## config.mk

```make
export PLATFORM = sky130hd
export DESIGN_NAME = hyper_eot_classifier
export DESIGN_NICKNAME = d
export VERILOG_FILES = /design/src/rtl/udma_pkg.sv /design/src/rtl/hyper_dir_queue.sv /design/src/rtl/hyper_eot_classifier.sv
export SDC_FILE = /design/constraint.sdc
export NUM_CORES = 1
export LEC_CHECK = 0
export CAP_MARGIN = 30
export CELL_PAD_IN_SITES_DETAIL_PLACEMENT = 2
export CELL_PAD_IN_SITES_GLOBAL_PLACEMENT = 2
export CORE_AREA = 8 8 102 104
export CTS_CLUSTER_DIAMETER = 40
export DETAILED_ROUTE_END_ITERATION = 7
export DIE_AREA = 0 0 110 112
export GPL_TIMING_DRIVEN = 0
export PLACE_DENSITY_LB_ADDON = 0.1
export RECOVER_POWER = 100
export SETUP_SLACK_MARGIN = 0.3
export SKIP_LAST_GASP = 1
export SLEW_MARGIN = 40
export SYNTH_ARGS = -nofsm -noshare
export SYNTH_HDL_FRONTEND = slang
export SYNTH_SLANG_ARGS = --single-unit
```

## constraint.sdc

```tcl
create_clock -name sys_clk_i -period 4.5 [get_ports sys_clk_i]
set_clock_uncertainty 0.05 [all_clocks]
set_input_delay 0.45 -clock sys_clk_i [delete_from_list [all_inputs] [get_ports sys_clk_i]]
set_output_delay 0.45 -clock sys_clk_i [all_outputs]
set_load 0.02 [all_outputs]
```

## src/rtl/udma_pkg.sv

```systemverilog
// Shared uDMA/HyperBus event definitions: the slot layout of the macro event bus
// and the per-transfer direction encoding.
package udma_pkg;

    localparam int HYP_EVT_RX      = 0;
    localparam int HYP_EVT_TX      = 1;
    localparam int HYP_EVT_RD_DONE = 2;
    localparam int HYP_EVT_WR_DONE = 3;
    localparam int HYP_EVT_PER_CH  = 4;

    typedef enum logic {
        HYP_DIR_READ  = 1'b0,
        HYP_DIR_WRITE = 1'b1
    } hyp_dir_e;

endpackage

```

## src/rtl/hyper_dir_queue.sv

```systemverilog
// One channel of direction tracking: an in-order 1-bit FIFO of transfer directions,
// the occupancy count, the overflow/underflow stickies and the last popped direction.
module hyper_dir_queue
    import udma_pkg::*;
#(
    parameter int DEPTH = 4,
    parameter int CNT_W = $clog2(DEPTH + 1)
) (
    input  logic             clk_i,
    input  logic             rst_i,
    input  logic             rx_i,
    input  logic             tx_i,
    input  logic             eot_i,
    input  logic             clr_i,
    output logic             rd_done_o,
    output logic             wr_done_o,
    output logic [CNT_W-1:0] count_o,
    output logic             ovf_o,
    output logic             unf_o
);

    localparam int IDX_W = $clog2(DEPTH);

    logic [DEPTH-1:0] mem_q, mem_d;
    logic [IDX_W-1:0] head_q, head_d;
    logic [CNT_W-1:0] count_q, count_d;
    logic             ovf_q, ovf_d;
    logic             unf_q, unf_d;
    logic             rd_done_q, rd_done_d;
    logic             wr_done_q, wr_done_d;
    hyp_dir_e         last_dir_q, last_dir_d;
    hyp_dir_e         head_dir;
    hyp_dir_e         done_dir;
    int               avail;
    int               npush;
    int               accepted;
    int               tail;

    assign head_dir = hyp_dir_e'(mem_q[head_q]);

    // The pop is resolved first so that a same-cycle push can reuse the freed slot.
    always_comb begin
        mem_d      = mem_q;
        head_d     = head_q;
        count_d    = count_q;
        ovf_d      = ovf_q;
        unf_d      = unf_q;
        last_dir_d = last_dir_q;
        rd_done_d  = 1'b0;
        wr_done_d  = 1'b0;
        done_dir   = last_dir_q;
        avail      = int'(count_q);
        npush      = int'(rx_i) + int'(tx_i);
        accepted   = 0;
        tail       = 0;

        if (clr_i) begin
            head_d     = '0;
            count_d    = '0;
            ovf_d      = 1'b0;
            unf_d      = 1'b0;
            last_dir_d = HYP_DIR_READ;
        end else begin
            if (eot_i) begin
                if (count_q != '0) begin
                    done_dir   = head_dir;
                    last_dir_d = head_dir;
                    avail      = avail - 1;
                    head_d     = (int'(head_q) + 1 == DEPTH) ? '0 : head_q + 1'b1;
                end else begin
                    unf_d = 1'b1;
                end
                rd_done_d = (done_dir == HYP_DIR_READ);
                wr_done_d = (done_dir == HYP_DIR_WRITE);
            end

            accepted = (npush < DEPTH - avail) ? npush : DEPTH - avail;
            if (npush > accepted) begin
                ovf_d = 1'b1;
            end

            // A lone push is whichever event fired; a pair is always READ then WRITE.
            tail = (int'(head_d) + avail) % DEPTH;
            if (accepted >= 1) begin
                mem_d[IDX_W'(tail)] = rx_i ? HYP_DIR_READ : HYP_DIR_WRITE;
            end
            if (accepted >= 2) begin
                mem_d[IDX_W'((tail + 1) % DEPTH)] = HYP_DIR_WRITE;
            end
            count_d = CNT_W'(avail + accepted);
        end
    end

    always_ff @(posedge clk_i or posedge rst_i) begin
        if (rst_i) begin
            mem_q      <= '0;
            head_q     <= '0;
            count_q    <= '0;
            ovf_q      <= 1'b0;
            unf_q      <= 1'b0;
            rd_done_q  <= 1'b0;
            wr_done_q  <= 1'b0;
            last_dir_q <= HYP_DIR_READ;
        end else begin
            mem_q      <= mem_d;
            head_q     <= head_d;
            count_q    <= count_d;
            ovf_q      <= ovf_d;
            unf_q      <= unf_d;
            rd_done_q  <= rd_done_d;
            wr_done_q  <= wr_done_d;
            last_dir_q <= last_dir_d;
        end
    end

    assign rd_done_o = rd_done_q;
    assign wr_done_o = wr_done_q;
    assign count_o   = count_q;
    assign ovf_o     = ovf_q;
    assign unf_o     = unf_q;

endmodule

```

## src/rtl/hyper_eot_classifier.sv

```systemverilog
// Multi-channel HyperBus end-of-transfer classifier: splits each channel's EOT into
// read-done / write-done and forwards raw RX/TX events in the legacy 4-slot layout.
module hyper_eot_classifier
    import udma_pkg::*;
#(
    parameter int NB_CH = 2,
    parameter int DEPTH = 4,
    parameter int CNT_W = $clog2(DEPTH + 1)
) (
    input  logic                   sys_clk_i,
    input  logic                   rst_i,
    input  logic [NB_CH-1:0]       rx_evt_i,
    input  logic [NB_CH-1:0]       tx_evt_i,
    input  logic [NB_CH-1:0]       eot_i,
    input  logic [NB_CH-1:0]       clr_i,
    output logic [4*NB_CH-1:0]     evt_o,
    output logic [NB_CH*CNT_W-1:0] count_o,
    output logic [NB_CH-1:0]       ovf_o,
    output logic [NB_CH-1:0]       unf_o
);

    logic [NB_CH-1:0] rx_q;
    logic [NB_CH-1:0] tx_q;
    logic [NB_CH-1:0] rd_done;
    logic [NB_CH-1:0] wr_done;

    always_ff @(posedge sys_clk_i or posedge rst_i) begin
        if (rst_i) begin
            rx_q <= '0;
            tx_q <= '0;
        end else begin
            rx_q <= rx_evt_i;
            tx_q <= tx_evt_i;
        end
    end

    for (genvar c = 0; c < NB_CH; c++) begin : g_ch
        hyper_dir_queue #(
            .DEPTH (DEPTH),
            .CNT_W (CNT_W)
        ) u_queue (
            .clk_i     (sys_clk_i),
            .rst_i     (rst_i),
            .rx_i      (rx_evt_i[c]),
            .tx_i      (tx_evt_i[c]),
            .eot_i     (eot_i[c]),
            .clr_i     (clr_i[c]),
            .rd_done_o (rd_done[c]),
            .wr_done_o (wr_done[c]),
            .count_o   (count_o[c*CNT_W +: CNT_W]),
            .ovf_o     (ovf_o[c]),
            .unf_o     (unf_o[c])
        );
    end

    always_comb begin
        evt_o = '0;
        for (int c = 0; c < NB_CH; c++) begin
            evt_o[HYP_EVT_PER_CH*c + HYP_EVT_RX]      = rx_q[c];
            evt_o[HYP_EVT_PER_CH*c + HYP_EVT_TX]      = tx_q[c];
            evt_o[HYP_EVT_PER_CH*c + HYP_EVT_RD_DONE] = rd_done[c];
            evt_o[HYP_EVT_PER_CH*c + HYP_EVT_WR_DONE] = wr_done[c];
        end
    end

endmodule
```

==> results.py <==
metrics = {
    "clocking": {
        "cts.clk_slew.worst_paths_ns": 0.08,
        "cts_hold_buf": 0,
        "h-tree-depth": 2,
        "cts.sinks": 32,
        "numCtsBuffers": 5,
        "clock_latency_ns": 0.28,
        "cts_tree": "built",
        "clock-root-buffer": "clkbuf_8",
        "cts_max_path_buffers": 2,
    },
    "final_layout": {
        "area_growth_pct": 44.63,
        "final_cells": 486,
        "num-nets-final": 431,
        "diodes": 0,
        "final_layout_size_suffix_gt1_share_pct": 36.00,
    },
    "setup_path": {
        "worstPathArrival_ns": 4.60,
        "crit_family": "adder cells",
        "crit_required_ns": 4.66,
        "reg2reg_to": "g_ch[0].u_queue.count_o[1]",
        "worstSetupPathType": "flip-flop to flip-flop",
        "path_max_fanout": 8,
        "crit_path_start_kind": "flip-flop",
        "critical_path_depth": 22,
        "path_cells": "buf_12 > clkinv_8 > ha_4 > nand2b_4 > and2_4 > buf_12 > xnor2_4 > ha_4 > o21ai_2 > ha_1 > or4b_4 > nor4b_4 > nand3_1 > ha_1 > buf_8 > nor2_4 > a221oi_4 > inv_2 > ha_4 > inv_2 > fa_2 > nor2_1",
        "critPathMostFrequentCell": "ha_4",
        "max_stage_delay_ns": 0.46,
        "crit_path_end_kind": "flip-flop",
        "critPathBufInv": 6,
        "slowest_stage": "or4b_4",
        "worstRegToRegCells": 22,
        "reg2reg_slack_ns": 0.06,
        "regToRegStartpoint": "g_ch[0].u_queue.count_o[0]",
    },
    "placement": {
        "dpl.cell_count": 438,
        "pre_cts_slack_ns": -0.7904,
        "place.gp.congestion": 0.7353,
        "port_buffers": 27,
        "dp_hpwl_um": 5844,
    },
    "yosys": {
        "synth_ff_type": "dfrtp_1",
        "synth_top_family_by_area": "adder cells",
        "synth_top_cell_area_share_pct": 28.19,
        "syn_nets": 356,
        "synth-simple-area-share_pct": 18.85,
        "ys_types": 59,
        "syn_area_mm2": 0.002840,
        "synth_area_leader_cell": "dfrtp_1",
        "synth_edf_count": 0,
        "synth_cells": 299,
        "synth_xor_area_share_pct": 4.053,
        "ys_top_cells_by_area": "dfrtp_1 (28%), ha_1 (20%), inv_1 (3.8%), nor2_1 (2.8%), a21oi_1 (2.5%)",
        "synth_fa_ha_area_share_pct": 21.23,
        "ys_seq_area_share_pct": 28.19,
        "syn_avg_cell_area_um2": 9.499,
        "yosysWarnings": 0,
        "yosysMostFrequentCell": "ha_1",
        "synth_mux_area_share_pct": 4.141,
        "synth_compound_area_share_pct": 15.99,
        "synthTopCellsByCount": "ha_1 (45), dfrtp_1 (32), inv_1 (29)",
        "async_reset_ff_share_pct": 100.0,
        "ys_ff_latch": 32,
    },
    "floorplan": {
        "rows": 35,
        "die_w_um": 110,
        "start_util_pct": 31.95,
        "io_pins": 28,
        "die-area_mm2": 0.01232,
        "core_region_area_mm2": 0.008890,
        "die_y_um": 112,
    },
    "global_routing": {
        "grt_pass1_vias": 2740,
        "grt-ovfl-total": 0,
        "grtUsageTotal_pct": 13.56,
        "grt_max_degree": 23,
        "antenna_found_initial": 0,
        "grt_pass1_wl_um": 13510,
    },
    "power_and_ir_drop": {
        "ir_worst_vdd_uv": 326.1,
        "power.density_mw_per_mm2": 809.4,
        "combinationalPowerShare_pct": 79.5,
        "internal_power_w": 0.001795,
        "p_leak_nw": 1.803,
        "p_seq_share_pct": 13.7,
        "power.share.switching_pct": 46.01,
        "clkPwrFrac_pct": 6.8,
        "power_switching_w": 0.001530,
    },
    "drt": {
        "drt-met1-wl_um": 3623,
        "ant_nets": 0,
        "dr_wl_met2_um": 4903,
        "first_iter_violations": 61,
        "vias": 2523,
        "routed_wl_um": 8740,
        "wl_per_cell_um": 17.98,
        "avgViaCountPerCell": 5.191,
        "wl_met3_um": 136,
        "dr.max_layer_used": "met4",
        "drc": 0,
        "drtPass1Iterations": 4,
    },
    "timing": {
        "rsz0062_at_grt": "true",
        "post-route-period-util_pct": 98.69,
        "tightest_slew_ns": 1.372,
        "setup_slack_ns": 0.05897,
        "slew_violations": 0,
        "finalSetupTns_ns": 0,
        "finalHoldViolations": 0,
        "fin_crit_ns": 4.441,
        "finalSetupViolations": 0,
        "max_slew_margin_pct": 8.541,
        "fmax_ghz": 0.2252,
    },
    "run": {
        "maxCapViolCount": 0,
    },
    "min_path": {
        "worstHoldPathType": "flip-flop to flip-flop",
        "min_delay_path_depth": 2,
        "hp-start": "g_ch[1].u_queue.mem_q[3]",
        "whs_endpoint": "g_ch[1].u_queue.mem_q[3]",
    },
    "outcome": {
        "status": "complete, no violations",
    },
}
-- cells in the final DEF, fill, tap and decap left out, types with 4 or more instances in the layout --
master / netlist / final
a21oi_2: 2 / 5
dlygate4sd3_1: 0 / 5
inv_2: 0 / 5
nand4_1: 4 / 4
ha_4: 0 / 7
o211ai_1: 7 / 7
buf_4: 8 / 45
xor2_1: 5 / 5
clkbuf_1: 5 / 5
ha_1: 45 / 36
nand3_1: 14 / 12
o21ai_0: 8 / 4
mux2i_1: 5 / 4
nor2_1: 21 / 18
inv_1: 29 / 22
xnor2_1: 5 / 4
a21oi_1: 14 / 9
nand2_1: 15 / 12
dfrtp_2: 0 / 4
or3_1: 5 / 4
a31oi_1: 4 / 4
dfrtp_1: 32 / 28
clkbuf_8: 0 / 6
clkdlybuf4s50_1: 0 / 21
-- state kept, by name, indices dropped and copies added, names as in the netlist --
signal                   count
g_ch.u_queue.count_o         6
g_ch.u_queue.head_q          4
g_ch.u_queue.last_dir_q      2
g_ch.u_queue.mem_q           8
g_ch.u_queue.ovf_o           2
g_ch.u_queue.rd_done_o       2
g_ch.u_queue.unf_o           2
g_ch.u_queue.wr_done_o       2
rx_q                         2
tx_q                         2
-- worst max-delay path by stage --
stage	to	slack (ns)	start
after floorplan	g_ch[0].u_queue.count_o[1]	0.02	g_ch[0].u_queue.count_o[0]
after global placement	g_ch[1].u_queue.ovf_o	-0.72	eot_i[1]
after detailed placement	g_ch[1].u_queue.ovf_o	-0.79	eot_i[1]
after CTS	g_ch[0].u_queue.mem_q[2]	0.09	g_ch[0].u_queue.count_o[0]
after global routing	g_ch[0].u_queue.count_o[1]	-0.20	g_ch[0].u_queue.count_o[0]
final	g_ch[0].u_queue.count_o[1]	0.06	g_ch[0].u_queue.count_o[0]
-- metal layers --
| metal | global-route usage, % | up-vias |
|---|---|---|
| met5 | 0 | - |
| met4 | 4.054 | 0 |
| met3 | 1.502 | 4 |
| met2 | 24.87 | 22 |
| met1 | 15.69 | 1277 |
| li1 | - | 1220 |
-- logic make-up after synthesis --
| group | count (synthesis) |
|---|---|
| buffers and inverters | 46 |
| multiplexers | 8 |
| adder cells (fa/ha/maj) | 47 |
| AND/OR/NAND/NOR | 90 |
| flip-flops | 32 |
| AO/OA/AOI/OAI | 65 |
| XOR/XNOR | 11 |
-- tightest hold or removal path, cell delays in order (launching register included) --
cell     delay (ns)
dfrtp_1        0.34
o31ai_1        0.07
nand3_1        0.07
-- cell type report --
| cell class | count | area, um^2 |
|---|---|---|
| well taps | 111 | 138.9 |
| clock buffers | 7 | 76.32 |
| fillers | 939 | 4782 |
| flip-flops and latches | 32 | 805.8 |
| multi-input cells | 222 | 2217 |
| plain buffers | 17 | 167.7 |
| repair buffers | 67 | 573.1 |
| clock inverters | 1 | 5.005 |
| inverters | 29 | 123.9 |
-- power groups by stage --
stage / clock network [W] / logic, W / registers [W]
after CTS: 0.000238 / 0.00225 / 0.000453
after detailed placement: 0 / 0.00191 / 0.000465
after global placement: 0 / 0.00186 / 0.000465
final: 0.000226 / 0.00264 / 0.000455
after floorplan: 0 / 0.00144 / 0.000465
after global routing: 0.000248 / 0.00293 / 0.000467
-- metrics by stage --
stage	power [W]	hold WS [ns]	utilization (%)	cell area [um^2]
global route	0.003643	0.5103	46.21	4108
floorplan	0.001900	0.4137	-	2952
finish	0.003325	0.4632	46.21	4108
CTS	0.002937	0.3663	42.42	3771
global placement	0.002326	0.4366	37.80	3361
detailed placement	0.002379	0.4462	38.03	3381
-- what timing repair did --
| item | in CTS | in global routing |
|---|---|---|
| buffers inserted | 21 | 18 |
| pin swaps | 16 | 26 |
| cloned | 0 | 1 |
| setup endpoints to repair | 16 | 13 |
| resized for setup | 36 | 45 |
(Power assumes the default switching activity.)
